### src/rtl/branch_cond_ctrl.sv
// Branch-condition sequencer for the multicycle CPU: drives the mux_CB selector, waits for the
// ALU flags, resolves taken/not-taken or aborts on timeout, and keeps saturating statistics.
module branch_cond_ctrl #(
  parameter int CNT_W   = 16,
  parameter int TIMEOUT = 15
) (
  input  logic             clk,
  input  logic             reset,
  input  logic             br_req,
  input  logic [1:0]       br_type,
  input  logic             flags_valid,
  input  logic             cb_in,
  input  logic             cnt_clr,
  output logic [1:0]       cb_sel,
  output logic             br_busy,
  output logic             pc_write_cond,
  output logic             br_done,
  output logic             br_taken,
  output logic             br_timeout,
  output logic [CNT_W-1:0] taken_cnt,
  output logic [CNT_W-1:0] nottaken_cnt
);

  typedef enum logic [1:0] {
    S_IDLE  = 2'd0,
    S_WAIT  = 2'd1,
    S_DONE  = 2'd2,
    S_ABORT = 2'd3
  } state_t;

  localparam logic [7:0]       WAIT_LAST = 8'(TIMEOUT - 1);
  localparam logic [CNT_W-1:0] CNT_MAX   = {CNT_W{1'b1}};

  state_t     r_state;
  state_t     w_next;
  logic [7:0] r_wait_cnt;
  logic [7:0] w_wait_cnt;
  logic [1:0] w_cb_sel;
  logic       w_pc_write;
  logic       w_done;
  logic       w_taken;
  logic       w_timeout;

  // Next-state and next-output decode; pulses are computed here so they can be registered
  always_comb begin
    w_next     = r_state;
    w_wait_cnt = r_wait_cnt;
    w_cb_sel   = cb_sel;
    w_pc_write = 1'b0;
    w_done     = 1'b0;
    w_taken    = 1'b0;
    w_timeout  = 1'b0;
    case (r_state)
      S_IDLE: begin
        if (br_req) begin
          w_next     = S_WAIT;
          w_cb_sel   = br_type;
          w_wait_cnt = 8'd0;
        end else begin
          w_next = S_IDLE;
        end
      end
      S_WAIT: begin
        // flags arriving in the expiry cycle still resolve the branch
        if (flags_valid) begin
          w_next     = S_DONE;
          w_done     = 1'b1;
          w_taken    = cb_in;
          w_pc_write = cb_in;
        end else if (r_wait_cnt == WAIT_LAST) begin
          w_next    = S_ABORT;
          w_done    = 1'b1;
          w_timeout = 1'b1;
        end else begin
          w_wait_cnt = r_wait_cnt + 8'd1;
        end
      end
      S_DONE:  w_next = S_IDLE;
      S_ABORT: w_next = S_IDLE;
      default: w_next = S_IDLE;
    endcase
  end

  // State, wait counter, selector and registered pulse outputs
  always_ff @(posedge clk or posedge reset) begin
    if (reset) begin
      r_state       <= S_IDLE;
      r_wait_cnt    <= 8'd0;
      cb_sel        <= 2'b00;
      br_busy       <= 1'b0;
      pc_write_cond <= 1'b0;
      br_done       <= 1'b0;
      br_taken      <= 1'b0;
      br_timeout    <= 1'b0;
    end else begin
      r_state       <= w_next;
      r_wait_cnt    <= w_wait_cnt;
      cb_sel        <= w_cb_sel;
      br_busy       <= (w_next != S_IDLE);
      pc_write_cond <= w_pc_write;
      br_done       <= w_done;
      br_taken      <= w_taken;
      br_timeout    <= w_timeout;
    end
  end

  // Saturating statistics, bumped while DONE is held; clear beats increment
  always_ff @(posedge clk or posedge reset) begin
    if (reset) begin
      taken_cnt    <= {CNT_W{1'b0}};
      nottaken_cnt <= {CNT_W{1'b0}};
    end else if (cnt_clr) begin
      taken_cnt    <= {CNT_W{1'b0}};
      nottaken_cnt <= {CNT_W{1'b0}};
    end else if (r_state == S_DONE) begin
      if (br_taken) begin
        if (taken_cnt != CNT_MAX) taken_cnt <= taken_cnt + {{(CNT_W-1){1'b0}}, 1'b1};
      end else begin
        if (nottaken_cnt != CNT_MAX) nottaken_cnt <= nottaken_cnt + {{(CNT_W-1){1'b0}}, 1'b1};
      end
    end
  end

endmodule

### config.mk
export PLATFORM = sky130hd
export DESIGN_NAME = branch_cond_ctrl
export DESIGN_NICKNAME = d
export VERILOG_FILES = /design/src/rtl/branch_cond_ctrl.sv
export SDC_FILE = /design/constraint.sdc
export NUM_CORES = 1
export LEC_CHECK = 0
export CORE_MARGIN = 2
export CORE_UTILIZATION = 27
export CTS_BUF_LIST = sky130_fd_sc_hd__clkbuf_4 sky130_fd_sc_hd__clkbuf_8 sky130_fd_sc_hd__clkbuf_16
export DETAILED_ROUTE_END_ITERATION = 6
export GPL_ROUTABILITY_DRIVEN = 0
export PLACE_DENSITY = 0.45
export SYNTH_ARGS = -nofsm -noshare
export SYNTH_HDL_FRONTEND = slang
export SYNTH_SLANG_ARGS = --single-unit
### constraint.sdc
create_clock -name clk -period 2.44 [get_ports clk]
set_input_delay 0.61 -clock clk [delete_from_list [all_inputs] [get_ports clk]]
set_output_delay 0.61 -clock clk [all_outputs]
set_load 0.03 [all_outputs]
# Word level (Yosys, flattened, before mapping)
# Cells that the tools add are included.
dict set report totals {
  output_inout_bits 39
  regBits 48
}
dict set report op_classes {
  reduce_logical 12
  n_addsub 3
  eq_ne 10
  n_mux 23
}
# operator count
set ops {}
lappend ops {{two-way mux 16 bit} 8}
lappend ops {{adder 16 x 1 -> 16 bit, second input constant} 2}
lappend ops {{!= test 16 bit, second input constant} 2}
lappend ops {{two-way mux 8 bit} 3}
lappend ops {{case mux 8 bit (2 select lines)} 1}
lappend ops {{nonzero test 2 bit} 6}
lappend ops {{adder 8 x 1 -> 8 bit, second input constant} 1}
lappend ops {{== test 8 x 4 -> 1 bit, second input constant} 1}
lappend ops {{two-way mux 1 bit} 8}
lappend ops {{!= test 2 bit, second input constant} 4}
lappend ops {{case mux 2 bit (3 select lines)} 1}
lappend ops {{AND reduction 3 bit} 2}
lappend ops {{== test 2 bit, second input constant} 2}
lappend ops {{two-way mux 2 bit} 2}
lappend ops {{AND reduction 4 bit} 1}
lappend ops {{== test 2 x 1 -> 1 bit, second input constant} 1}
lappend ops {{logical NOT 2 bit} 1}
lappend ops {{AND reduction 2 bit} 1}
lappend ops {{OR reduction 2 bit} 1}

# Logic depth before layout (Yosys ltp)
# Gate-level depths: netlist of run 1.
dict set report depth {
  word_depth 5
  ltp_mapped 6
  mapped_depth_nobuf 6
}

# Worst setup path before layout of run 1
# Ideal clock, no wire load.
dict set report synth_timing {
  kind {reg2reg}
  startpoint {register nottaken_cnt[0]}
  endpoint {register nottaken_cnt[1]}
  setup_time_ns 0.132
  stages_incl_launch_ff 7
  path_buffers 1
  slack_ns 0.287
  t_arrival_ns 2.021
  cell_sequence {dfrtp_1 -> ha_1 -> nand4_1 -> o41ai_1 -> clkbuf_1 -> mux2i_1 -> nor2_1}
}
dict set report synth_between {
  elab_chain_len 5
  elab_cells_between_ends 8
  cone_classes {add/sub (1); eq/ne (1); mux (4); reduce/logical (2)}
}
# item line_no
set synth_lines {}
lappend synth_lines {{start, declared} 21} ;# output logic [CNT_W-1:0] nottaken_cnt
lappend synth_lines {{start signal, assigned} 111} ;# nottaken_cnt <= {CNT_W{1'b0}};
lappend synth_lines {{start signal, assigned} 114} ;# nottaken_cnt <= {CNT_W{1'b0}};
lappend synth_lines {{start signal, assigned} 119} ;# if (nottaken_cnt != CNT_MAX) nottaken_cnt <= nottaken_cnt + {{(CNT_W-1){1'b0}}, 1'b1};
lappend synth_lines {{adder 16 x 1 -> 16 bit} 119}
lappend synth_lines {{two-way mux 16 bit} 119}
lappend synth_lines {{two-way mux 16 bit} 116} ;# if (br_taken) begin
lappend synth_lines {{two-way mux 16 bit} 115} ;# end else if (r_state == S_DONE) begin
lappend synth_lines {{two-way mux 16 bit} 112} ;# end else if (cnt_clr) begin
# Several ways; a longest one is shown, not always the timed one. The select of a mux whose other input is x is not followed.
# A chain may end at the register's enable or synchronous reset.

# Worst setup path in the final report of run 1
dict set report layout_timing {
  startpoint {register nottaken_cnt[2]}
  endpoint {output port nottaken_cnt[2]}
}
# No word-level cell between the ends.

==> impl_metrics.yaml, run 1 <==
grt:
  track_usage_pct: 12.8
  grt_pass1_vias: 2089
  grt_first_pass_wirelength_um: 10600
  gr-total-overflow: 0
  antenna_violations_before_repair: 0
  maximum_number_of_pins_on_one_net_before_global_route_repair: 49
synthesis:
  post_synth_xor_area_fraction_pct: 1.02
  synth_edf_count: 0
  ys_seq_elements: 48
  netlist_area_um2: 2580
  area_share_of_fa_ha_maj_cells_after_synthesis_pct: 1.94
  synth-simple-area-share_pct: 30.3
  mean_post_synth_cell_area_um2: 9.34
  syn_inst: 276
  syn-num-nets: 288
  synth-async-reset-ratio_pct: 100
  synth_flop_type: "dfrtp_1"
  ys_types: 44
  post_synth_mux_area_share_pct: 6.11
  synth-warning-count: 0
  synth_compound_area_share_pct: 10.9
  main_combinational_cell_family_by_area_after_synthesis: "simple AND/OR/NAND/NOR gates"
  ys_seq_area_share_pct: 46.6
critical_path:
  worst_path_max_delay_cell: "clkdlybuf4s50_1"
  path_depth: 1
  combined_buffer_and_inverter_count_along_the_critical_path: 1
  max_stage_delay_ns: 0.73
  r2r.worst_path.cells: 4
  start_kind: "flop"
  crit_arrival_ns: 1.53
  cp_top_family: "buffers and inverters"
  setup.worst_path.end_class: "output pin"
  worstSetupPathType: "flop to output pin"
  critical_path.cell_chain: "clkdlybuf4s50_1"
  crit_path_max_fanout: 8
  worstPathRequired_ns: 1.83
cts:
  clk-insertion-delay-late_ns: 0.31
  clock_transition_time_at_the_flip_flop_clock_pins_of_the_worst_setup_and_hold_paths_ns: 0.09
  post_cts_resized: 0
  clkSinkCount: 48
  cts_root_buf: "clkbuf_8"
  cts_tree: "done"
  cts_inserted_buffers: 5
  cts_max_path_buffers: 2
  htree_num_levels: 2
  post-cts-setup-buffers: 0
  cts_hold_buf: 0
timing:
  rsz_0062_raised_after_global_routing: "false"
  slew_headroom_pct: 61.0
  tightest_slew_ns: 0.580
  final_period_util_pct: 87.7
  hold_viol: 0
  report.final.slew_viol_count: 0
  min_period_ns: 2.14
  fin_tns_setup_ns: 0
  setup_viol_count_final: 0
  max_clock_freq_mhz: 467
  skew_ns: 0.0202
status:
  status: "complete, no violations"
place:
  port_buffers: 46
  placedCellCount: 450
  hpwlAfterDp_um: 4410
  cell_area_after_placement_um2: 3250
run:
  max_cap_viol_count: 0
pwr:
  ir_worst_vdd_v: 0.000361
  static_leakage_nw: 1.33
  p_per_area_nw_per_um2: 509
finish:
  post_layout_inst_area_um2: 3370
  final_layout_size_suffix_gt1_share_pct: 9.12
  layout.nets: 340
  area_growth_pct: 30.5
  most-common-layout-cells: "48 x dfrtp_1, 46 x clkdlybuf4s50_1, 26 x nor2_1, 26 x nand2_1, 16 x a21oi_1"
  layout.cells.most_common: "dfrtp_1"
  postLayoutCoreUtil_pct: 36.4
  num_antenna_cells: 0
  layoutNonFillerInstCount: 458
detailed_routing:
  routed_wl_um: 6400
  route.detailed.vias_per_inst: 4.88
  drt_first_pass_iters: 4
  antenna_nets_post_route: 0
  drc: 0
  route.detailed.wl_per_inst_um: 14.0
  via_count: 2234
  initialDrtViolationCount: 77
floorplan:
  cell_rows: 35
  core-area_um2: 9240
  floorplan.initialDensity_pct: 27.9
  die_height_um: 102
  floorplan.io_pins: 47
  die_width_um: 102
  fp.dieArea_um2: 10300
min_path:
  min-delay-path-class: "flop to flop"
  hold_path_depth: 2
## cell usage after synthesis (all sizes together) (2+ instances only)
| cell type | instances | area [um2] |
|---|---|---|
| dfrtp | 48 | 1200 |
| nand2 | 26 | 97.6 |
| nor2 | 26 | 97.6 |
| a21oi | 16 | 80.1 |
| nand3 | 13 | 65.1 |
| o21ai | 11 | 55.1 |
| nor4 | 10 | 68.8 |
| or4 | 10 | 75.1 |
| clkbuf | 9 | 33.8 |
| mux2i | 9 | 90.1 |
| nand4 | 9 | 56.3 |
| or3 | 8 | 50.1 |
| inv | 7 | 26.3 |
| nor3 | 7 | 35.0 |
| o31ai | 7 | 52.6 |
| mux2 | 6 | 67.6 |
| and4 | 5 | 43.8 |
| nor2b | 5 | 31.3 |
| and3 | 4 | 25.0 |
| ha | 4 | 50.1 |
| a31oi | 3 | 18.8 |
| and2 | 3 | 18.8 |
| buf | 3 | 20.0 |
| nand2b | 3 | 18.8 |
| nor3b | 3 | 22.5 |
| xor2 | 3 | 26.3 |
| o41ai | 2 | 17.5 |
| or2 | 2 | 12.5 |
## flip-flops by register name, indices dropped and copies added, names as in the netlist
signal,flops
nottaken_cnt,16
br_taken,1
r_wait_cnt,8
r_state,2
cb_sel,2
br_busy,1
br_timeout,1
taken_cnt,16
br_done,1
## path summary, 6_finish.rpt
path	end	from	slack (ns)
max	nottaken_cnt[2]	nottaken_cnt[2]	0.30
min	cb_sel[1]	cb_sel[1]	0.49
max reg2reg	nottaken_cnt[11]	r_state[1]	0.40
min reg2reg	cb_sel[1]	cb_sel[1]	0.49
max in group asynchronous	r_state[0]	reset	1.54
min in group asynchronous	r_wait_cnt[1]	reset	0.66
## cells by family (layout without fill, tap and decap cells)
group / count (synthesis) / after routing
and+or+nand+nor: 141 / 141
DFF: 48 / 48
AOI/OAI and AO/OA: 46 / 46
buffers and inverters: 19 / 72
muxes: 15 / 15
adders and majority gates: 4 / 4
xor gates and xnor gates: 3 / 3
## through the flow
step	worst slack (ns)	power, W	hold WS (ns)
finish	0.300	0.00171	0.493
global route	0.224	0.00181	0.540
CTS	0.292	0.00174	0.496
detailed placement	0.323	0.00114	0.462
global placement	0.324	0.00114	0.472
floorplan	0.287	0.00104	0.474
## metal layers
layer	share of wire, %	up-vias	routed length, um	GRT usage [%]
li1	-	1126	-	-
met1	50	1071	3220	18.5
met2	46	35	2920	19.7
met3	3.5	2	227	2.69
met4	0.50	0	32	2.49
met5	0	-	0	0
## report_power, final
group | total, W | switching (W) | internal (W)
sequential | 0.000883 | 0.0000464 | 0.000836
clock | 0.000591 | 0.000287 | 0.000304
combinational | 0.000240 | 0.000139 | 0.000101
total | 0.00171 | 0.000472 | 0.00124
## final cells by class
class                      instances  area (um2)
clock buffer                       5        68.8
clock inverter                     3        42.5
multi-input combinational        209        1300
sequential                        48        1200
fill                             934        5870
timing repair buffer              57         568
tap                              129         161
inverter                           7        26.3
Note: power is estimated with default switching activity, not from simulation.
==> inputs of run 2 (changes only) <==
--- a/config.mk
+++ b/config.mk
@@ -8,9 +8,10 @@
 export CORE_MARGIN = 2
 export CORE_UTILIZATION = 27
 export CTS_BUF_LIST = sky130_fd_sc_hd__clkbuf_4 sky130_fd_sc_hd__clkbuf_8 sky130_fd_sc_hd__clkbuf_16
+export CTS_CLUSTER_DIAMETER = 80
 export DETAILED_ROUTE_END_ITERATION = 6
 export GPL_ROUTABILITY_DRIVEN = 0
-export PLACE_DENSITY = 0.45
+export PLACE_DENSITY = 0.46
 export SYNTH_ARGS = -nofsm -noshare
 export SYNTH_HDL_FRONTEND = slang
 export SYNTH_SLANG_ARGS = --single-unit
==> constraint.sdc (replaced) <==
create_clock -name clk -period 1.8 [get_ports clk]
set_input_delay 0.45 -clock clk [delete_from_list [all_inputs] [get_ports clk]]
set_output_delay 0.45 -clock clk [all_outputs]
set_load 0.03 [all_outputs]
==> run 2 against run 1 <==
The flow now finishes with violations (setup timing). Non-clock buffer count is 47 higher. Critical path type is now flop to flop. Highest routed layer unchanged. Final area up 14%. First-iteration DRC count rose by 70%. Register-to-register slack worse by 0.42 ns. Sequential power grew 35%. Largest power group unchanged.
==> impl_metrics.yaml, run 2 (synthesized netlist as in run 1, its figures left out) <==
timing:
  tightest_slew_ns: 0.412
  final_period_util_pct: 101
  hold_viol: 0
  setup_viol_count_final: 4
  min_period_ns: 1.82
  slew_headroom_pct: 72.3
  skew_ns: 0.00710
  rsz_0062_raised_after_global_routing: "true"
  report.final.slew_viol_count: 0
  fin_tns_setup_ns: -0.0490
  fin_ws_ns: -0.0239
  max_clock_freq_mhz: 548
floorplan:
  die_height_um: 102
  floorplan.io_pins: 47
  fp.dieArea_um2: 10300
  floorplan.initialDensity_pct: 27.9
  die_width_um: 102
  core-area_um2: 9240
  cell_rows: 35
finish:
  area_growth_pct: 49.2
  most-common-layout-cells: "56 x buf_4, 35 x dlygate4sd2_1, 28 x dfrtp_1, 26 x nor2_1, 25 x nand2_1"
  layout.cells.most_common: "buf_4"
  post_layout_inst_area_um2: 3850
  fillCellCount: 935
  area.sequential_um2: 1230
  multiInputGateArea_um2: 1470
  layout.nets: 387
  final_layout_size_suffix_gt1_share_pct: 32.3
  biggestRegsByFlops: "nottaken_cnt (16), taken_cnt (16), r_wait_cnt (8)"
  postLayoutCoreUtil_pct: 41.6
  num_antenna_cells: 0
  layoutNonFillerInstCount: 504
critical_path:
  cp_top_family: "simple AND/OR/NAND/NOR gates"
  critPathMostFrequentCell: "or4_4"
  crit_arrival_ns: 2.06
  critical_path.cell_chain: "ha_4, nand2_2, or4_4, or4_4, a21oi_2"
  setup.worst_path.end_class: "flop"
  worstPathRequired_ns: 2.04
  crit_path_max_fanout: 4
  max_stage_delay_ns: 0.56
  worstSetupPathType: "flop to flop"
  worst_path_max_delay_cell: "or4_4"
  combined_buffer_and_inverter_count_along_the_critical_path: 0
  start_kind: "flop"
pwr:
  power_frac_comb_pct: 16.4
  p_per_area_nw_per_um2: 573
  static_leakage_nw: 1.80
  power.total_w: 0.00221
  p_int_w: 0.00157
  netSwitchingFraction_pct: 28.8
  clockPowerShare_pct: 29.5
  share_seq_of_total_power_pct: 54.1
  ir_worst_vdd_v: 0.000426
  switching_pwr_w: 0.000635
place:
  cell_area_after_placement_um2: 3580
  placedCellCount: 489
  port_buffers: 46
  hpwlAfterDp_um: 4990
grt:
  grt_first_pass_wirelength_um: 12000
  track_usage_pct: 14.5
  grt_pass1_vias: 2492
  antenna_violations_before_repair: 0
  gr-total-overflow: 0
  maximum_number_of_pins_on_one_net_before_global_route_repair: 40
detailed_routing:
  drt_first_pass_iters: 4
  route.detailed.vias_per_inst: 4.92
  antenna_nets_post_route: 0
  drc: 0
  routed_wl_um: 7090
  via_count: 2479
  route.detailed.wl_per_inst_um: 14.1
  initialDrtViolationCount: 131
cts:
  cts_root_buf: "clkbuf_8"
  clk-insertion-delay-late_ns: 0.30
  cts_tree: "done"
  htree_num_levels: 2
  clkSinkCount: 48
  clock_transition_time_at_the_flip_flop_clock_pins_of_the_worst_setup_and_hold_paths_ns: 0.09
  cts_max_path_buffers: 2
  cts_inserted_buffers: 5
min_path:
  min-delay-path-class: "flop to flop"
status:
  violations: "setup timing"
  status: "finished, violations left"
run:
  max_cap_viol_count: 0
## run 2: cell types whose count changed in the layout (fill, tap and decap cells not counted), sizes merged
| cell | change |
|---|---|
| dlymetal6s2s | +4 |
| clkinvlp | -1 |
| clkbuf | +1 |
| bufinv | -1 |
| clkdlybuf4s50 | -39 |
| buf | +47 |
| dlygate4sd2 | +35 |
## run 2: layer usage
| layer | vias to the layer above | track usage (%) | share of wire (%) |
|---|---|---|---|
| met5 | - | 0 | 0 |
| met4 | 0 | 2.70 | 0.61 |
| met3 | 6 | 3.04 | 3.5 |
| met2 | 44 | 24.1 | 49 |
| met1 | 1213 | 19.6 | 47 |
| li1 | 1216 | - | - |
## run 2: power groups by stage
stage,registers [W],logic [W],clock network [W]
6_report,0.00119,0.000361,0.000652
5_1_grt,0.00120,0.000398,0.000727
4_1_cts,0.00119,0.000360,0.000686
3_5_place_dp,0.00121,0.000364,0
3_3_place_gp,0.00121,0.000362,0
2_1_floorplan,0.00124,0.000173,0
## run 2: metrics by stage
step	worst slack (ns)	hold slack (ns)
after floorplan	-0.191	0.474
after global placement	-0.0727	0.469
after detailed placement	-0.104	0.465
after CTS	-0.0303	0.493
after global routing	-0.0873	0.528
final	-0.0239	0.487
## run 2: worst min-delay path, cell delays in order, from the launching register on
cell and delay (ns):
dfrtp_1 0.35, nand2_1 0.05, nand2_1 0.06
## run 2: area by class of cell
| class | instances | area share [%] |
|---|---|---|
| clock buffers | 6 | 1.98 |
| inverters | 7 | 0.683 |
| multi-input cells | 209 | 38.3 |
| flip-flops and latches | 48 | 31.9 |
| well taps | 129 | 4.20 |
| clock inverters | 1 | 0.130 |
| repair buffers | 104 | 22.8 |
## run 2: path summary, 6_finish.rpt
kind,startpoint,end,slack [ns],cells after the start
setup / recovery,taken_cnt[1],taken_cnt[14],-0.02,5
hold / removal,cb_sel[0],cb_sel[0],0.49,2
setup reg to reg,taken_cnt[1],taken_cnt[14],-0.02,5
hold reg to reg,cb_sel[0],cb_sel[0],0.49,2
max in group asynchronous,reset,taken_cnt[5],0.98,3
min in group asynchronous,reset,nottaken_cnt[3],0.53,3
## run 2: timing repair
action                                  4_1_cts  5_1_grt
resized for setup                            43       30
hold buffers                                  0        0
setup buffers                                 3        5
endpoints found under the setup margin       42       26
pin swaps                                     7       10
==> inputs of run 3 (changes only) <==
--- a/config.mk
+++ b/config.mk
@@ -11,7 +11,7 @@
 export CTS_CLUSTER_DIAMETER = 80
 export DETAILED_ROUTE_END_ITERATION = 6
 export GPL_ROUTABILITY_DRIVEN = 0
-export PLACE_DENSITY = 0.46
+export SETUP_SLACK_MARGIN = 0.5
 export SYNTH_ARGS = -nofsm -noshare
 export SYNTH_HDL_FRONTEND = slang
 export SYNTH_SLANG_ARGS = --single-unit
==> run 3 against run 2 <==
Clock-buffer cell count shrank 1. First-iteration DRC count is 24% lower. Hold slack got worse by 0.036 ns. The flow now finishes without violations. Clock power is 24% higher. Highest routed layer unchanged.
==> impl_metrics.yaml, run 3 (synthesized netlist as in run 1, its figures left out) <==
finish:
  area_growth_pct: 76.1
  num_antenna_cells: 0
  most-common-layout-cells: "66 x buf_6, 59 x buf_4, 25 x dfrtp_2"
  final_layout_size_suffix_gt1_share_pct: 53.2
  layout.cells.most_common: "buf_6"
  layout.nets: 421
  fillCellCount: 827
  biggestRegsByFlops: "nottaken_cnt (16), taken_cnt (16), r_wait_cnt (8)"
critical_path:
  regToRegSetupSlack_ns: 0.007
  crit_path_max_fanout: 3
  rr_startpoint: "r_state[0]"
  max_stage_delay_ns: 0.56
  worst_path_max_delay_cell: "or4_4"
  worstSetupPathType: "flop to flop"
  setup.worst_path.end_class: "flop"
  critPathMostFrequentCell: "or4_4"
  combined_buffer_and_inverter_count_along_the_critical_path: 0
  cp_top_family: "simple AND/OR/NAND/NOR gates"
  critical_path.cell_chain: "nand3b_1, or4_4, or4_4, a21oi_2"
  crit_arrival_ns: 2.04
  rr_endpoint: "taken_cnt[14]"
  r2r.worst_path.cells: 4
  path_depth: 4
  start_kind: "flop"
  worstPathRequired_ns: 2.04
timing:
  tightest_slew_ns: 0.481
  hold_viol: 0
  slew_headroom_pct: 67.7
  final_period_util_pct: 99.6
  rsz_0062_raised_after_global_routing: "true"
  report.final.slew_viol_count: 0
  hold_ws_ns: 0.451
  skew_ns: 0.00636
  min_period_ns: 1.79
  setup_viol_count_final: 0
  max_clock_freq_mhz: 558
detailed_routing:
  route.detailed.wl_per_inst_um: 14.6
  drc: 0
  initialDrtViolationCount: 100
  via_count: 2646
  antenna_nets_post_route: 0
  routed_wl_um: 7870
  drt_first_pass_iters: 4
  route.detailed.vias_per_inst: 4.91
cts:
  clock_transition_time_at_the_flip_flop_clock_pins_of_the_worst_setup_and_hold_paths_ns: 0.09
  cts_tree: "done"
  cts_root_buf: "clkbuf_8"
  cts_max_path_buffers: 2
  cts_inserted_buffers: 5
  clkSinkCount: 48
  clk-insertion-delay-late_ns: 0.31
  htree_num_levels: 2
  cts_hold_buf: 0
floorplan:
  floorplan.io_pins: 47
  die_width_um: 102
  core-area_um2: 9240
  fp.dieArea_um2: 10300
  floorplan.initialDensity_pct: 27.9
  cell_rows: 35
  die_height_um: 102
grt:
  gr-total-overflow: 0
  maximum_number_of_pins_on_one_net_before_global_route_repair: 38
  grt_first_pass_wirelength_um: 12100
  grt_pass1_vias: 2547
  antenna_violations_before_repair: 0
  track_usage_pct: 14.6
place:
  port_buffers: 46
  hpwlAfterDp_um: 4880
status:
  status: "complete, no violations"
pwr:
  p_per_area_nw_per_um2: 564
  power.total_w: 0.00256
  static_leakage_nw: 1.98
  ir_worst_vdd_v: 0.000395
min_path:
  min-delay-path-class: "input port to async pin"
run:
  max_cap_viol_count: 0
run 3: cell count changes in the layout (fill, tap and decap cells not counted), sizes merged:
cell           delta
buf              +72
bufinv            +1
clkbuf            -1
clkdlybuf4s50     -2
clkinvlp          +2
dlygate4sd2      -33
dlymetal6s2s      -4
inv               -1
or2               +1
run 3: worst max path at each step:
stage / from / endpoint / slack, ns
floorplan: br_taken / nottaken_cnt[11] / -0.19
global placement: r_state[0] / nottaken_cnt[11] / -0.03
detailed placement: r_state[0] / nottaken_cnt[11] / -0.06
CTS: r_state[0] / taken_cnt[9] / 0.01
global route: r_state[0] / taken_cnt[14] / -0.05
finish: r_state[0] / taken_cnt[14] / 0.007
run 3: per-stage QoR:
stage	util, %	area, um2	worst slack [ns]	std cells	TNS (ns)
floorplan	-	2750	-0.191	276	-0.912
global placement	38.8	3590	-0.0251	476	-0.0251
detailed placement	38.8	3590	-0.0618	476	-0.112
CTS	44.5	4110	0.00977	518	0
global route	49.2	4540	-0.0529	539	-0.212
finish	49.2	4540	0.00691	539	0
run 3: layer usage:
metal	vias to the layer above	part of all wire (%)	global-route usage, %
met5	-	0	0
met4	0	1.2	4.89
met3	9	3.9	3.24
met2	52	51	23.9
met1	1296	44	19.0
li1	1289	-	-
run 3: where the power goes:
group	switching, W	internal (W)
logic	0.000268	0.000282
clock network	0.000396	0.000412
registers	0.0000665	0.00114
total	0.000730	0.00183
run 3: repair_timing:
action / 4_1_cts / 5_1_grt
gates resized for setup: 296 / 67
setup buffers: 34 / 20
cloned: 0 / 1
pin swaps: 22 / 21
setup endpoints to repair: 82 / 85
run 3: final cells by class:
class	count	area [um2]	area share (%)
tap	129	161	3.55
multi-input combinational	210	1670	36.8
inverter	7	30.0	0.661
clock inverter	3	42.5	0.937
timing repair buffer	137	1330	29.4
sequential	48	1230	27.1
clock buffer	5	68.8	1.52
